<file path="config.mk">
export PLATFORM = sky130hd
export DESIGN_NAME = fifo_rr_drain_arbiter
export DESIGN_NICKNAME = d
export VERILOG_FILES = /design/src/rtl/fifo_rr_drain_arbiter.sv
export SDC_FILE = /design/constraint.sdc
export NUM_CORES = 1
export LEC_CHECK = 0
export ABC_AREA = 1
export CAP_MARGIN = 20
export CORE_AREA = 4 4 83 105
export DETAILED_ROUTE_END_ITERATION = 8
export DIE_AREA = 0 0 87 109
export MAX_ROUTING_LAYER = met4
export PLACE_DENSITY = 0.78
export SETUP_SLACK_MARGIN = 0.5
export SLEW_MARGIN = 25
export SYNTH_ARGS = -nofsm -noshare
export SYNTH_HDL_FRONTEND = slang
export SYNTH_SLANG_ARGS = --single-unit
</file>
<file path="constraint.sdc">
create_clock -name clock -period 1.85 [get_ports clock]
set_input_delay 0.37 -clock clock [delete_from_list [all_inputs] [get_ports clock]]
set_output_delay 0.37 -clock clock [all_outputs]
set_load 0.02 [all_outputs]
</file>
<file path="src/rtl/fifo_rr_drain_arbiter.sv">
// rtl/fifo_rr_drain_arbiter.sv - round-robin, packet-atomic drain of show-ahead FIFOs into one stream
//
// Purpose:
//   Drains NUM_PORTS show-ahead FIFOs, where q is valid whenever empty is low
//   and rdreq pops, into a single registered output with a valid/ready handshake.
//   A grant is held until the word flagged last has been popped. One IDLE
//   (arbitration) cycle separates consecutive grants.
//
// Optional feature (macro FIFO_ARB_BURST_LIMIT_EN):
//   When defined, a grant is also released after MAX_BURST pops, even mid-packet.
//   Packets from different ports may then interleave; out_port tells them apart.
//   When undefined, no burst counter exists and MAX_BURST has no effect.
//
// Ports:
//   clock      - single clock
//   reset_n    - asynchronous active-low reset
//   in_empty   - per-FIFO empty flag
//   in_q       - per-FIFO show-ahead data, port i at [i*WIDTH +: WIDTH]
//   in_last    - per-FIFO end-of-packet flag, aligned with in_q
//   in_rdreq   - per-FIFO pop strobe (combinational, one-hot or zero)
//   out_valid  - output register holds a word
//   out_data   - output word
//   out_last   - output word ends a packet
//   out_port   - source port of the output word
//   out_ready  - consumer accepts the word when out_valid && out_ready
//   busy       - arbiter is in GRANT

module fifo_rr_drain_arbiter #(
    parameter int NUM_PORTS = 4,
    parameter int WIDTH     = 32,
    parameter int MAX_BURST = 8
) (
    input  logic                         clock,
    input  logic                         reset_n,
    input  logic [NUM_PORTS-1:0]         in_empty,
    input  logic [NUM_PORTS*WIDTH-1:0]   in_q,
    input  logic [NUM_PORTS-1:0]         in_last,
    output logic [NUM_PORTS-1:0]         in_rdreq,
    output logic                         out_valid,
    output logic [WIDTH-1:0]             out_data,
    output logic                         out_last,
    output logic [$clog2(NUM_PORTS)-1:0] out_port,
    input  logic                         out_ready,
    output logic                         busy
);

    localparam int PW = $clog2(NUM_PORTS);

    typedef enum logic {
        IDLE  = 1'b0,
        GRANT = 1'b1
    } state_t;

    state_t          state_q, state_d;
    logic [PW-1:0]   grant_q, grant_d;
    logic [PW-1:0]   rr_ptr_q, rr_ptr_d;
    logic            out_valid_q, out_valid_d;
    logic [WIDTH-1:0] out_data_q, out_data_d;
    logic            out_last_q, out_last_d;
    logic [PW-1:0]   out_port_q, out_port_d;

    logic            sel_found;
    logic [PW-1:0]   sel_port;
    logic            pop;
    logic            release_grant;
    logic [WIDTH-1:0] grant_data;
    logic            grant_last;

`ifdef FIFO_ARB_BURST_LIMIT_EN
    logic [7:0]      burst_q, burst_d;
    logic            burst_hit;
`else
    localparam logic [7:0] unused_max_burst = 8'(MAX_BURST);
`endif

    // Round-robin search: walk downward from the farthest candidate so the
    // last hit recorded is the nearest non-empty port above rr_ptr.
    always_comb begin
        logic [PW-1:0] idx;
        sel_found = 1'b0;
        sel_port  = '0;
        idx       = '0;
        for (int k = NUM_PORTS; k >= 1; k--) begin
            idx = PW'((int'(rr_ptr_q) + k) % NUM_PORTS);
            if (!in_empty[idx]) begin
                sel_found = 1'b1;
                sel_port  = idx;
            end
        end
    end

    assign grant_data = in_q[int'(grant_q)*WIDTH +: WIDTH];
    assign grant_last = in_last[grant_q];

    // Pop whenever the output register is free or being emptied this cycle.
    assign pop = (state_q == GRANT) && !in_empty[grant_q] && (!out_valid_q || out_ready);

`ifdef FIFO_ARB_BURST_LIMIT_EN
    assign burst_hit     = (burst_q + 8'd1) == 8'(MAX_BURST);
    assign release_grant = pop && (grant_last || burst_hit);
`else
    assign release_grant = pop && grant_last;
`endif

    always_comb begin
        in_rdreq = '0;
        if (pop) begin
            in_rdreq[grant_q] = 1'b1;
        end
    end

    always_comb begin
        state_d  = state_q;
        grant_d  = grant_q;
        rr_ptr_d = rr_ptr_q;
`ifdef FIFO_ARB_BURST_LIMIT_EN
        burst_d  = burst_q;
`endif
        unique case (state_q)
            IDLE: begin
                if (sel_found) begin
                    grant_d = sel_port;
                    state_d = GRANT;
`ifdef FIFO_ARB_BURST_LIMIT_EN
                    burst_d = 8'd0;
`endif
                end
            end
            GRANT: begin
`ifdef FIFO_ARB_BURST_LIMIT_EN
                if (pop) begin
                    burst_d = burst_q + 8'd1;
                end
`endif
                // Releasing port becomes rr_ptr, so it has lowest priority next.
                if (release_grant) begin
                    rr_ptr_d = grant_q;
                    state_d  = IDLE;
                end
            end
            default: begin
                state_d = IDLE;
            end
        endcase
    end

    always_comb begin
        out_valid_d = out_valid_q;
        out_data_d  = out_data_q;
        out_last_d  = out_last_q;
        out_port_d  = out_port_q;
        if (pop) begin
            out_valid_d = 1'b1;
            out_data_d  = grant_data;
            out_last_d  = grant_last;
            out_port_d  = grant_q;
        end else if (out_valid_q && out_ready) begin
            out_valid_d = 1'b0;
        end
    end

    always_ff @(posedge clock or negedge reset_n) begin
        if (!reset_n) begin
            state_q     <= IDLE;
            grant_q     <= '0;
            rr_ptr_q    <= PW'(NUM_PORTS - 1);
            out_valid_q <= 1'b0;
            out_data_q  <= '0;
            out_last_q  <= 1'b0;
            out_port_q  <= '0;
        end else begin
            state_q     <= state_d;
            grant_q     <= grant_d;
            rr_ptr_q    <= rr_ptr_d;
            out_valid_q <= out_valid_d;
            out_data_q  <= out_data_d;
            out_last_q  <= out_last_d;
            out_port_q  <= out_port_d;
        end
    end

`ifdef FIFO_ARB_BURST_LIMIT_EN
    always_ff @(posedge clock or negedge reset_n) begin
        if (!reset_n) begin
            burst_q <= 8'd0;
        end else begin
            burst_q <= burst_d;
        end
    end
`endif

    assign out_valid = out_valid_q;
    assign out_data  = out_data_q;
    assign out_last  = out_last_q;
    assign out_port  = out_port_q;
    assign busy      = (state_q == GRANT);

endmodule

</file>
* Word level (Yosys, flattened, before mapping) *
Index checks and enable logic that the tools add are counted.

word-level totals
  bits of input ports = 139
  word-level logic and storage cells = 58
  output and inout bits = 41
  register bits after elaboration = 41

cells by class
  add/sub/neg operators = 4
  magnitude comparators = 6
  reduce and logical (&&, ||, !) cells = 11
  bitwise gates (word level) = 1
  shift operators = 1
  multiplexer cells = 28

operators by type and width
  cell                 number
  $shiftx 128x8->32    1
  $lt 2x3->1 const B   5
  $mux 1               15
  $bmux 1 s2           6
  $mux 2               4
  $logic_and 1x1->1    5
  $add 2x1->2 const B  2
  $add 2x2->2 const B  2
  $mux 4               1
  $reduce_and 2->1     2
  $demux 1 s2          1
  $ge 2x1->1 const B   1
  $logic_not 1->1      2
  $pmux 1 s2           1
  $reduce_bool 2->1    1
  $logic_or 1x1->1     1
  $not 1->1            1

* Logic depth before layout (Yosys ltp) *
Gate-level depths: netlist of run 1.

  word-level depth = 9
  gate-level depth with buffers = 11
  depth with buffers taken out = 10

* Worst setup path after synthesis of run 1 *
Ideal clock, no wire load.

  kind = reg-to-output
  start = register grant_q[1]
  end = output port in_rdreq[0]
  path buffers = 1
  required time = 1.480 ns
  cell stages (with the launch flop) = 8
  setup slack = -0.049 ns
  data arrival time = 1.529 ns
  cell sequence = dfrtp_1 nor2_1 inv_1 nor2_1 nor3_4 nand2_2 buf_2 nor2_1

between the ends
  cells in the longest elaborated chain, start to end = 6
  elaborated cells on any way between the ends = 11
  those cells by class = order compare (2); mux (5); reduce/logical (4)

ends and longest elaborated chain
  element                                                             line  text
  start, declared                                                     55    logic [PW-1:0] grant_q, grant_d;
  start signal, assigned                                              173   grant_q <= grant_d;
  parallel branches: the longest is 5 deep, another holds $lt 2x3->1  -
  $mux 4 (*)                                                          107   if (pop) begin
  end, declared                                                       38    output logic [NUM_PORTS-1:0] in_rdreq,

Mark *: on every way between the ends. The select of a mux whose other input is x is not followed.

* Worst setup path in the final report of run 1 *
  start = register grant_q[0]
  end = output port in_rdreq[2]

Same word-level chain as after synthesis.

==> results of run 1 <==
[logic make-up after synthesis]
kind of cell / Yosys count
AOI/OAI and AO/OA: 38
buffers and inverters: 39
DFF: 41
and+or+nand+nor: 287
[power breakdown]
| part | internal, mW | total [mW] | switching [mW] |
|---|---|---|---|
| registers | 1.35 | 1.66 | 0.308 |
| logic | 2.67 | 6.11 | 3.44 |
| clock network | 0.262 | 0.559 | 0.297 |
[state kept, by name (all words and copies together), names as in the netlist]
name,cells
busy,1
grant_q,2
out_data,32
out_last,1
out_port,2
out_valid,1
rr_ptr_q,2
[critical path: stages, from the launching register on]
cell	delay (ns)
dfrtp_2	0.46
inv_2	0.08
nand2_4	0.09
o22ai_4	0.06
nor3_4	0.26
nand2_4	0.15
nor2_4	0.13
buf_6	0.12
[synthesized netlist by cell type]
master / instances
buf_2: 7
nand3_1: 74
nand2_1: 198
nand2_2: 1
o22ai_1: 1
o21ai_1: 3
o21ai_0: 2
inv_2: 1
inv_1: 14
clkbuf_1: 14
dfstp_2: 2
dfrtp_1: 39
buf_1: 3
nor2_1: 10
nor3_4: 1
nand4_1: 3
a22oi_1: 32
[per-layer routing]
metal	wire (um)	global-route usage (%)
met1	4580	27.6
met2	6300	44.3
met3	932	4.84
met5	0	-
met4	354	9.02
[worst min path at each step]
| stage | from | endpoint | slack, ns | depth (start not counted) |
|---|---|---|---|---|
| after detailed placement | reset_n | out_data[13]$_DFFE_PN0P_ | 0.35 | 1 |
| after CTS | reset_n | out_data[13]$_DFFE_PN0P_ | 0.03 | 1 |
| final | reset_n | out_data[13]$_DFFE_PN0P_ | 0.02 | 1 |
| after floorplan | reset_n | busy$_DFF_PN0_ | 0.07 | 0 |
| after global routing | reset_n | out_data[13]$_DFFE_PN0P_ | 0.04 | 1 |
| after global placement | reset_n | out_data[13]$_DFFE_PN0P_ | 0.36 | 1 |
[what timing repair did]
item	in CTS	in global routing
cloned	2	1
gates resized for setup	153	58
buffers inserted	10	8
endpoints found under the setup margin	82	69
pin swaps	9	24
[through the flow]
stage / setup slack (ns) / utilization (%) / cell area (um^2) / hold slack, ns
2_1_floorplan: 0.0844 / - / 2750 / 0.0744
3_3_place_gp: -0.676 / 61.6 / 4740 / 0.356
3_5_place_dp: -0.724 / 61.6 / 4740 / 0.355
4_1_cts: -0.120 / 65.9 / 5070 / 0.0328
5_1_grt: -0.240 / 67.1 / 5170 / 0.0429
6_report: -0.168 / 67.1 / 5170 / 0.0186
[final cells by class]
type | count | area [um^2]
fillers | 669 | 2530
flip-flops and latches | 41 | 1030
multi-input cells | 325 | 1660
inverters | 15 | 67.6
clock inverters | 2 | 10.0
repair buffers | 223 | 2210
well taps | 95 | 119
clock buffers | 6 | 72.6
==> flow_summary.json, run 1 <==
{
  "result_of_the_run": "finished, violations left",
  "failed_checks": "negative setup slack",
  "final_cell_mix": "nand2_1, clkdlybuf4s50_1, nand3_1",
  "final_antenna_diode_count": 0,
  "clk_root_buffer_cell": "clkbuf_8",
  "cts_buffers": 5,
  "layout.cells.non_filler": 707,
  "synth_largest_type_area_fraction_pct": 36.9,
  "timing.clock.skew_ns": 0.00738,
  "detail_route.iter0.violations": 159,
  "setup_viol_count_final": 22,
  "antenna_found_initial": 0,
  "peakVddDrop_uv": 1210,
  "gr-usage-all-layers_pct": 25.0,
  "starting_density_of_the_core_pct": 34.4,
  "regToRegSetupSlack_ns": -0.05,
  "setup.worst_path.start": "grant_q[0]$_DFFE_PN0P_",
  "level_count_of_the_clock_h_tree": 2,
  "clock_tree.buffer_depth": 2,
  "critical_path_required_ns": 1.48,
  "synthesis.yosys.warnings": 0,
  "finalWeightedCongestion": 0.911,
  "holdBufCountCts": 0,
  "drtPass1Iterations": 5,
  "critical_path.startpoint_type": "register",
  "synth_cell_area_um2": 2650,
  "cts_tree": "built",
  "ys_seq_area_share_pct": 38.8,
  "post_synthesis_cell_type_count": 17,
  "dp_hpwl_mm": 8.16,
  "synth_largest_area_cell": "dfrtp_1",
  "cts.clk_slew.worst_paths_ns": 0.08,
  "drt-total-wl_mm": 12.2,
  "maximum_capacitance_violations": 0,
  "numClockSinks": 41,
  "synth_compound_gate_area_share_pct": 10.3,
  "p_leak_nw": 2.46,
  "avgRoutedWirePerCell_um": 17.2,
  "worst_slew_margin_rel_pct": 68.9,
  "synth_cells": 405,
  "mappedNetlistNets": 544,
  "rows": 36,
  "endpoint_kind": "output port",
  "worstSetupPathType": "register to output port",
  "final_hold_viols": 0,
  "drtAntennaViolNets": 0,
  "die-area_um2": 9480,
  "rsz0062_at_grt": "yes",
  "ios": 180,
  "ff2ff_path_depth": 10,
  "area_delta_synth_final_pct": 95.3,
  "synth_simple_gate_area_share_pct": 45.0,
  "standard_cell_core_area_um2": 7700,
  "dp.cells": 678,
  "post_synth_mux_area_share_pct": 0,
  "vias_per_cell": 5.23,
  "postSynthAreaPerCell_um2": 6.54,
  "totalPowerFinal_mw": 8.33,
  "final_layout_size_suffix_gt1_share_pct": 23.4,
  "maximum_number_of_pins_on_one_net_before_global_route_repair": 37,
  "vias": 3700,
  "final.setup.tns_ns": -1.22,
  "fp.dieW_um": 87,
  "worst_setup_path_endpoint": "in_rdreq[2]",
  "worstPathMaxFanout": 5,
  "arrival_ns": 1.65,
  "r2r-start": "grant_q[0]$_DFFE_PN0P_",
  "power_density_nw_per_um2": 1610,
  "layout_min_cycle_time_ns": 2.02,
  "die-height_um": 109,
  "postSynthRegisterBits": 41,
  "via_count_of_the_first_global_routing_pass": 3654,
  "worst_slack_ns": -0.168,
  "portBuffers": 179,
  "global_route_wire_length_before_repair_mm": 17.7,
  "finalMaxSlewViolations": 0,
  "finish.net_count": 750,
  "synthTopCellsByArea": "dfrtp_1, nand2_1, nand3_1, a22oi_1, clkbuf_1",
  "layout_commonest_cell": "nand2_1",
  "min-delay-path-class": "input pin to asynchronous set/reset pin",
  "dominant_combinational_cell_family_by_area_after_synthesis": "simple AND/OR/NAND/NOR gates",
  "fmaxAchievable_ghz": 0.496,
  "drcViolationCount": 0,
  "worstSkewPairLatency_ns": 0.29,
  "worst_r2r_endpoint": "out_data[9]$_DFFE_PN0P_",
  "tightestPinTransition_ns": 0.467,
  "grt-ovfl-total": 0,
  "synth_fa_ha_area_share_pct": 0,
  "synth_xor_area_share_pct": 0,
  "fin_crit_sh_pct": 109
}
Power figures use the tool's default switching activity.
==> inputs of run 2 (changes only) <==
--- a/config.mk
+++ b/config.mk
@@ -7,11 +7,11 @@
 export LEC_CHECK = 0
 export ABC_AREA = 1
 export CAP_MARGIN = 20
-export CORE_AREA = 4 4 83 105
+export CORE_AREA = 4 4 82 103
 export DETAILED_ROUTE_END_ITERATION = 8
-export DIE_AREA = 0 0 87 109
+export DIE_AREA = 0 0 86 107
 export MAX_ROUTING_LAYER = met4
-export PLACE_DENSITY = 0.78
+export PLACE_DENSITY = 0.8
 export SETUP_SLACK_MARGIN = 0.5
 export SLEW_MARGIN = 25
 export SYNTH_ARGS = -nofsm -noshare
==> run 2 against run 1 <==
Effect of this change:
- the flow still finishes with violations (negative setup slack)
- combinational power shrank 2%
- die area shrank 3.0%
- critical endpoint unchanged
- fmax grew 1.1%
- via count shrank 1.9%
- non-clock buffer count grew 1
- wire length shrank 3.3%
- sequential power is essentially flat
- cell area is essentially flat
- clock-buffer cell count grew 1
- total power shrank 1.1%
==> flow_summary.json, run 2 (synthesis results as in run 1) <==
{
  "result_of_the_run": "finished, violations left",
  "failed_checks": "negative setup slack",
  "fp.dieW_um": 86,
  "max_ffs_per_register": 32,
  "seq_power_share_pct": 20.2,
  "cts_buffers": 5,
  "maximum_number_of_pins_on_one_net_before_global_route_repair": 39,
  "layout.core_utilization_pct": 69.8,
  "standard_cell_core_area_um2": 7400,
  "p_leak_nw": 2.45,
  "final.setup.tns_ns": -0.543,
  "design_internal_power_mw": 4.26,
  "area_delta_synth_final_pct": 95.2,
  "finalInstanceArea_um2": 5170,
  "post_dp_cell_area_um2": 4740,
  "power_density_nw_per_um2": 1590,
  "final_cell_mix": "nand2_1, clkdlybuf4s50_1, nand3_1",
  "critical_path_required_ns": 1.48,
  "power.share.switching_pct": 48.2,
  "tightestPinTransition_ns": 0.512,
  "worstSetupPathType": "input pin to output port",
  "final_layout_size_suffix_gt1_share_pct": 24.1,
  "avgRoutedWirePerCell_um": 16.7,
  "worstPathMaxFanout": 5,
  "finalWeightedCongestion": 0.889,
  "final_antenna_diode_count": 0,
  "vias_per_cell": 5.15,
  "critical_path.startpoint_type": "input pin",
  "via_count_of_the_first_global_routing_pass": 3559,
  "drt-total-wl_mm": 11.8,
  "cts_tree": "built",
  "maximum_capacitance_violations": 0,
  "fill_cells": 627,
  "final_hold_viols": 0,
  "clk_root_buffer_cell": "clkbuf_8",
  "vias": 3628,
  "global_route_wire_length_before_repair_mm": 17.2,
  "cts.clk_slew.worst_paths_ns": 0.07,
  "clkPwrFrac_pct": 7.1,
  "regToRegSetupSlack_ns": 0.08,
  "antenna_found_initial": 0,
  "worstSkewPairLatency_ns": 0.29,
  "finish.net_count": 752,
  "numClockSinks": 41,
  "fin_crit_sh_pct": 108,
  "detail_route.iter0.violations": 175,
  "starting_density_of_the_core_pct": 35.8,
  "arrival_ns": 1.63,
  "layout_min_cycle_time_ns": 2.00,
  "fmaxAchievable_ghz": 0.501,
  "timing.clock.skew_ns": 0.00325,
  "ff2ff_path_depth": 10,
  "grt-ovfl-total": 0,
  "clock_tree.buffer_depth": 2,
  "worst_r2r_endpoint": "out_data[14]$_DFFE_PN0P_",
  "worst_slew_margin_rel_pct": 65.9,
  "setup_viol_count_final": 4,
  "ios": 180,
  "peakVddDrop_uv": 1430,
  "endpoint_kind": "output port",
  "die-height_um": 107,
  "worst_slack_ns": -0.146,
  "die-area_um2": 9200,
  "dp_hpwl_mm": 8.23,
  "drtPass1Iterations": 4,
  "layout_commonest_cell": "nand2_1",
  "level_count_of_the_clock_h_tree": 2,
  "finalMaxSlewViolations": 0,
  "drcViolationCount": 0,
  "netSwitchingPower_mw": 3.97,
  "portBuffers": 179,
  "drtAntennaViolNets": 0,
  "rows": 35,
  "gr-usage-all-layers_pct": 24.4,
  "fraction_of_power_consumed_by_combinational_cells_pct": 72.7,
  "min-delay-path-class": "input pin to asynchronous set/reset pin",
  "holdBufCountCts": 0,
  "rsz0062_at_grt": "yes",
  "r2r-start": "grant_q[0]$_DFFE_PN0P_"
}
run 2: repair_timing:
item / CTS / global route
pin swaps: 8 / 23
cloned: 1 / 3
setup endpoints to repair: 82 / 65
setup buffers: 4 / 13
gates resized for setup: 148 / 52
run 2: cell type report:
cell class | count | area (um^2) | share of cell area (%)
clock buffer | 7 | 86.3 | 1.67
inverter | 15 | 62.6 | 1.21
multi-input combinational | 325 | 1660 | 32.2
sequential | 41 | 1030 | 19.9
tap | 92 | 115 | 2.23
timing repair buffer | 224 | 2200 | 42.6
timing repair inverter | 1 | 7.51 | 0.145
run 2: worst max-delay path by stage:
stage | start | end | slack (ns)
CTS | grant_q[0]$_DFFE_PN0P_ | in_rdreq[2] | -0.1
global placement | in_empty[3] | in_rdreq[1] | -0.67
finish | in_empty[0] | in_rdreq[2] | -0.15
floorplan | grant_q[1]$_DFFE_PN0P_ | in_rdreq[0] | 0.08
detailed placement | in_empty[3] | in_rdreq[2] | -0.70
global route | in_empty[0] | in_rdreq[1] | -0.22
run 2: per-layer routing:
metal / global-route usage, % / part of all wire [%] / wire length [um] / vias to the layer above
met1: 27.0 / 37 / 4290 / 1671
met3: 4.38 / 7.5 / 887 / 22
met2: 43.3 / 54 / 6320 / 185
met4: 8.71 / 2.2 / 256 / 0
li1: - / - / - / 1750
met5: - / 0 / 0 / -
run 2: power groups by stage:
stage	logic [mW]	registers (mW)	clock network, mW
5_1_grt	6.54	1.72	0.627
6_report	5.99	1.66	0.582
4_1_cts	5.33	1.64	0.594
3_5_place_dp	5.09	1.64	0
3_3_place_gp	4.97	1.62	0
2_1_floorplan	2.59	2.08	0
run 2: worst max-delay path, cell delays in order:
cell and delay, ns:
clkdlybuf4s50_1 0.44, inv_1 0.12, nor2_2 0.06, nor3_4 0.25
nand2_4 0.15, nor2_4 0.11, buf_6 0.12
run 2: metrics by stage:
stage	setup slack, ns	hold slack, ns	std cells	power [mW]
final	-0.146	0.0441	705	8.23
after global placement	-0.669	0.362	677	6.59
after floorplan	0.0844	0.0744	405	4.67
after CTS	-0.0983	0.0576	689	7.57
after detailed placement	-0.703	0.369	677	6.73
after global routing	-0.220	0.0868	705	8.89
==> inputs of run 3 (changes only) <==
--- a/config.mk
+++ b/config.mk
@@ -10,7 +10,6 @@
 export CORE_AREA = 4 4 82 103
 export DETAILED_ROUTE_END_ITERATION = 8
 export DIE_AREA = 0 0 86 107
-export MAX_ROUTING_LAYER = met4
 export PLACE_DENSITY = 0.8
 export SETUP_SLACK_MARGIN = 0.5
 export SLEW_MARGIN = 25
==> run 3 against run 2 <==
Effect of this change:
- the flow still finishes with violations (negative setup slack)
- sequential cell count stayed put
- total power about the same
- register-to-register slack is essentially flat
- via count is 0.30% higher
- utilization is the same
==> flow_summary.json, run 3 (synthesis results as in run 1) <==
{
  "vias": 3639,
  "grt-ovfl-total": 0,
  "power_density_nw_per_um2": 1590,
  "arrival_ns": 1.62,
  "drtAntennaViolNets": 0,
  "cts_tree": "built",
  "timing.clock.skew_ns": 0.00566,
  "maximum_number_of_pins_on_one_net_before_global_route_repair": 39,
  "max_ffs_per_register": 32,
  "drt-total-wl_mm": 11.8,
  "worstSkewPairLatency_ns": 0.29,
  "final.setup.tns_ns": -0.542,
  "regToRegSetupSlack_ns": 0.09,
  "final_hold_viols": 0,
  "fmaxAchievable_ghz": 0.501,
  "finalWeightedCongestion": 0.874,
  "avgRoutedWirePerCell_um": 16.7,
  "peakVddDrop_uv": 1430,
  "finish.net_count": 752,
  "layout.core_utilization_pct": 69.8,
  "level_count_of_the_clock_h_tree": 2,
  "vias_per_cell": 5.16,
  "drcViolationCount": 0,
  "antenna_found_initial": 0,
  "final_antenna_diode_count": 0,
  "endpoint_kind": "output port",
  "layout_min_cycle_time_ns": 1.99,
  "r2r-start": "grant_q[0]$_DFFE_PN0P_",
  "pre_cts_slack_ns": -0.703,
  "rows": 35,
  "tightestPinTransition_ns": 0.511,
  "layout_commonest_cell": "nand2_1",
  "critical_path_required_ns": 1.48,
  "gr-usage-all-layers_pct": 23.7,
  "clk_root_buffer_cell": "clkbuf_8",
  "worst_r2r_endpoint": "out_port[0]$_DFFE_PN0P_",
  "failed_checks": "negative setup slack",
  "via_count_of_the_first_global_routing_pass": 3549,
  "cts_buffers": 5,
  "cpPeakStageDelay_ns": 0.44,
  "result_of_the_run": "finished, violations left",
  "p_leak_nw": 2.45,
  "clock_tree.buffer_depth": 2,
  "worst_slew_margin_rel_pct": 65.9,
  "crit_slowest_cell": "clkdlybuf4s50_1",
  "rsz0062_at_grt": "yes",
  "cts.clk_slew.worst_paths_ns": 0.08,
  "maximum_capacitance_violations": 0,
  "regArea_um2": 1030,
  "min-delay-path-class": "input pin to asynchronous set/reset pin",
  "drtPass1Iterations": 5,
  "fp.dieW_um": 86,
  "worstPathMaxFanout": 5,
  "die-area_um2": 9200,
  "portBuffers": 179,
  "ff2ff_path_depth": 10,
  "finalMaxSlewViolations": 0,
  "dp_hpwl_mm": 8.23,
  "numClockSinks": 41,
  "global_route_wire_length_before_repair_mm": 17.3,
  "worstSetupPathType": "input pin to output port",
  "die-height_um": 107,
  "final_cell_mix": "nand2_1, clkdlybuf4s50_1, nand3_1",
  "worst_slack_ns": -0.144,
  "multiInputGateArea_um2": 1660,
  "ios": 180,
  "fill_cells": 627,
  "area_delta_synth_final_pct": 95.2,
  "standard_cell_core_area_um2": 7400,
  "layout.cells.non_filler": 705,
  "dp.cells": 677,
  "holdBufCountCts": 0,
  "starting_density_of_the_core_pct": 35.8,
  "setup_viol_count_final": 4,
  "final_layout_size_suffix_gt1_share_pct": 24.1,
  "critical_path.cell_chain": "clkdlybuf4s50_1 -> inv_1 -> nor2_2 -> nor3_4 -> nand2_4 -> nor2_4 -> buf_6",
  "fin_crit_sh_pct": 108,
  "detail_route.iter0.violations": 168,
  "critical_path.startpoint_type": "input pin"
}
## run 3: how the worst max path moves through the flow
| stage | start | to | slack [ns] | cells past startpoint |
|---|---|---|---|---|
| after floorplan | grant_q[1]$_DFFE_PN0P_ | in_rdreq[0] | 0.08 | 7 |
| after global placement | in_empty[3] | in_rdreq[1] | -0.67 | 7 |
| after detailed placement | in_empty[3] | in_rdreq[2] | -0.70 | 7 |
| after CTS | grant_q[0]$_DFFE_PN0P_ | in_rdreq[2] | -0.1 | 7 |
| after global routing | in_empty[0] | in_rdreq[1] | -0.22 | 7 |
| final | in_empty[0] | in_rdreq[2] | -0.14 | 7 |
## run 3: stage by stage
stage / power [mW] / area [um^2] / hold WS (ns)
after floorplan: 4.67 / 2750 / 0.0744
after global placement: 6.59 / 4740 / 0.362
after detailed placement: 6.73 / 4740 / 0.369
after CTS: 7.57 / 4990 / 0.0576
after global routing: 8.89 / 5170 / 0.0868
final: 8.23 / 5170 / 0.0420
## run 3: final cells by class
| class | instances | area share [%] |
|---|---|---|
| clock buffers | 7 | 1.67 |
| repair buffers | 224 | 42.6 |
| repair inverters | 1 | 0.145 |
| inverters | 15 | 1.21 |
| well taps | 92 | 2.23 |
| flip-flops and latches | 41 | 19.9 |
| multi-input cells | 325 | 32.2 |
## run 3: what timing repair did
item,4_1_cts,5_1_grt
resized for setup,148,52
buffers inserted,4,13
pin swaps,8,23
setup endpoints to repair,82,65
gates cloned,1,3
## run 3: worst max-delay path: cells and delay by family
| kind | cells | cell delay (ns) |
|---|---|---|
| buffers and inverters | 3 | 0.68 |
| and+or+nand+nor | 4 | 0.57 |
## run 3: report_power, final
part,internal [mW],switching [mW]
clock,0.296,0.287
sequential,1.35,0.309
combinational,2.61,3.37
## run 3: metal layers
metal	wire, um	global-route usage (%)	vias to the layer above
li1	-	-	1750
met1	4300	26.1	1688
met2	6250	43.3	182
met3	970	5.84	19
met4	233	8.71	0
met5	0	0	-
==> patch (settings of run 2) <==
`out_data_q` no longer has a reset.
--- a/src/rtl/fifo_rr_drain_arbiter.sv
+++ b/src/rtl/fifo_rr_drain_arbiter.sv
@@ -167,3 +167,2 @@
             out_valid_q <= 1'b0;
-            out_data_q  <= '0;
             out_last_q  <= 1'b0;
@@ -175,3 +174,2 @@
             out_valid_q <= out_valid_d;
-            out_data_q  <= out_data_d;
             out_last_q  <= out_last_d;
@@ -179,2 +177,6 @@
         end
+    end
+
+    always_ff @(posedge clock) begin
+        out_data_q <= out_data_d;
     end
Function: differs if reset_n is asserted again (counterexample within 4 cycles, from zero or initial values and one cycle with reset_n low); with reset_n held inactive, the same outputs for 4 cycles.
==> patch against run 2 <==
The run still ends with negative setup slack left; routed wire length is 10% lower; synthesized area is 12% lower; combinational power is 18% lower; synthesized cell count is 34% lower; sequential cell count stayed put; design area is 6.7% lower; worst setup slack better by 67 ps; critical path depth is 1 lower; non-clock buffer count is 6 lower; sequential share of layout area is 4.7 points higher; total power is 8.0% lower; critical path type is now flip-flop to primary output.
==> patch: results (changes against run 2) <==
outcome:
  violations: "negative setup slack"  # unchanged
  status: "finished, violations left"  # unchanged
synthesis:
  synth_nets: 408  # was 544
  synth_common_cells: "nand2_1, a22oi_1, edfxtp_1"  # was nand2_1, nand3_1, dfrtp_1
  synth.top_cells.by_area: "edfxtp_1, a22oi_1, nand2_1, dfrtp_1, nand3_1"  # was dfrtp_1, nand2_1, nand3_1, a22oi_1, clkbuf_1
  syn_inst: 269  # was 405
  synth_edf_count: 32  # was 0
  async_flop_share_pct: 21.95  # was 100.0%
  synth_compound_area_share_pct: 19.58  # was 10.26%
  synth_cell_type_count: 21  # was 17
  seq_area_frac_synth_pct: 51.10  # was 38.85%
  synth_ff_type: "edfxtp_1"  # was dfrtp_1
timing:
  slew_headroom_pct: 73.91  # was 65.89%
  hold_slack_ps: 371.2  # was 44.13 ps
  fin_ws_ps: -78.90  # was -146.1 ps
  setup_violations: 20  # was 4
  tns_ps: -280.0  # was -543.5 ps
place:
  place_ws_ps: -601.1  # was -703.4 ps
  placed_area_um2: 4377  # was 4742 um^2
  place_inst: 546  # was 677
  dp_hpwl_um: 7856  # was 8232 um
  gp_congestion: 0.8356  # was 0.8887
global_routing:
  grt_pass1_wl_um: 15170  # was 17240 um
  grt_pass1_vias: 2845  # was 3559
  grt_max_degree: 34  # was 39
pwr:
  total_power_uw: 7572  # was 8232 uW
  p_leak_uw: 0.002025  # was 0.002448 uW
  vdd_drop_max_uv: 1263  # was 1427 uV
  swShare_pct: 43.33  # was 48.21%
  p_seq_uw: 1980  # was 1660 uW
  power_frac_comb_pct: 64.8  # was 72.7%
worst_setup_path:
  crit_arrival_ps: 1560  # was 1630 ps
  path_max_fanout: 6  # was 5
  reg2reg_depth: 8  # was 10
  r2r_end: "out_data[26]$_DFFE_PP_"  # was out_data[14]$_DFFE_PN0P_
worst_hold_path:
  hp-class: "input port to async pin"  # unchanged
route:
  drt_wl_total_um: 10560  # was 11760 um
  drtPass1Iterations: 6  # was 4
  drtIter0Drc: 94  # was 175
final_layout:
  fin_nets: 619  # was 752
  drive_gt1_share_pct: 30.15  # was 24.14%
  final_cells: 573  # was 705
-- patch: cell types whose count changed after synthesis, sizes merged, moves of 6 or more --
cell | run 2 | this run
edfxtp | 0 | 32
nand2 | 199 | 106
dfrtp | 39 | 7
nand3 | 74 | 15
clkbuf | 14 | 8
a22oi | 32 | 55
-- patch: worst max path at each step --
stage | startpoint | to | slack (ps) | depth (start not counted)
2_1_floorplan | grant_q[1]$_DFFE_PN0P_ | out_data[0]$_DFFE_PP_ | 10 | 7
3_3_place_gp | in_empty[3] | in_rdreq[0] | -580 | 7
3_5_place_dp | in_empty[3] | in_rdreq[2] | -600 | 7
4_1_cts | grant_q[0]$_DFFE_PN0P_ | in_rdreq[2] | -100 | 6
5_1_grt | grant_q[0]$_DFFE_PN0P_ | in_rdreq[2] | -160 | 7
6_report | grant_q[0]$_DFFE_PN0P_ | in_rdreq[2] | -80 | 6
-- patch: per-layer routing --
| metal | vias to the layer above | wire [um] | GRT usage (%) |
|---|---|---|---|
| met5 | - | 0 | - |
| met4 | 0 | 200 | 5.656 |
| met3 | 14 | 905 | 4.996 |
| met2 | 145 | 5758 | 41.95 |
| met1 | 1365 | 3692 | 22.61 |
| li1 | 1371 | - | - |
-- patch: timing repair --
item / in CTS / in global routing
buffers inserted: 12 / 3
setup endpoints to repair: 114 / 100
cloned: 3 / 1
pin swaps: 13 / 9
resized for setup: 151 / 54
-- patch: final cells by class --
cell class                      count  area, um^2
Fill cell                         618        2577
Timing Repair Buffer              218        2142
Sequential cell                    41        1191
Multi-Input combinational cell    195        1181
Tap cell                           92       115.1
Inverter                           19       83.83
Clock buffer                        5       68.82
Clock inverter                      3       41.29
-- patch: worst max-delay path: stages, from the launching register on --
cell and delay [ps]:
dfrtp_2 470, nand2_2 130, o22ai_4 90, nor3_4 220, nand2_4 110, nor2_2 140, buf_6 130
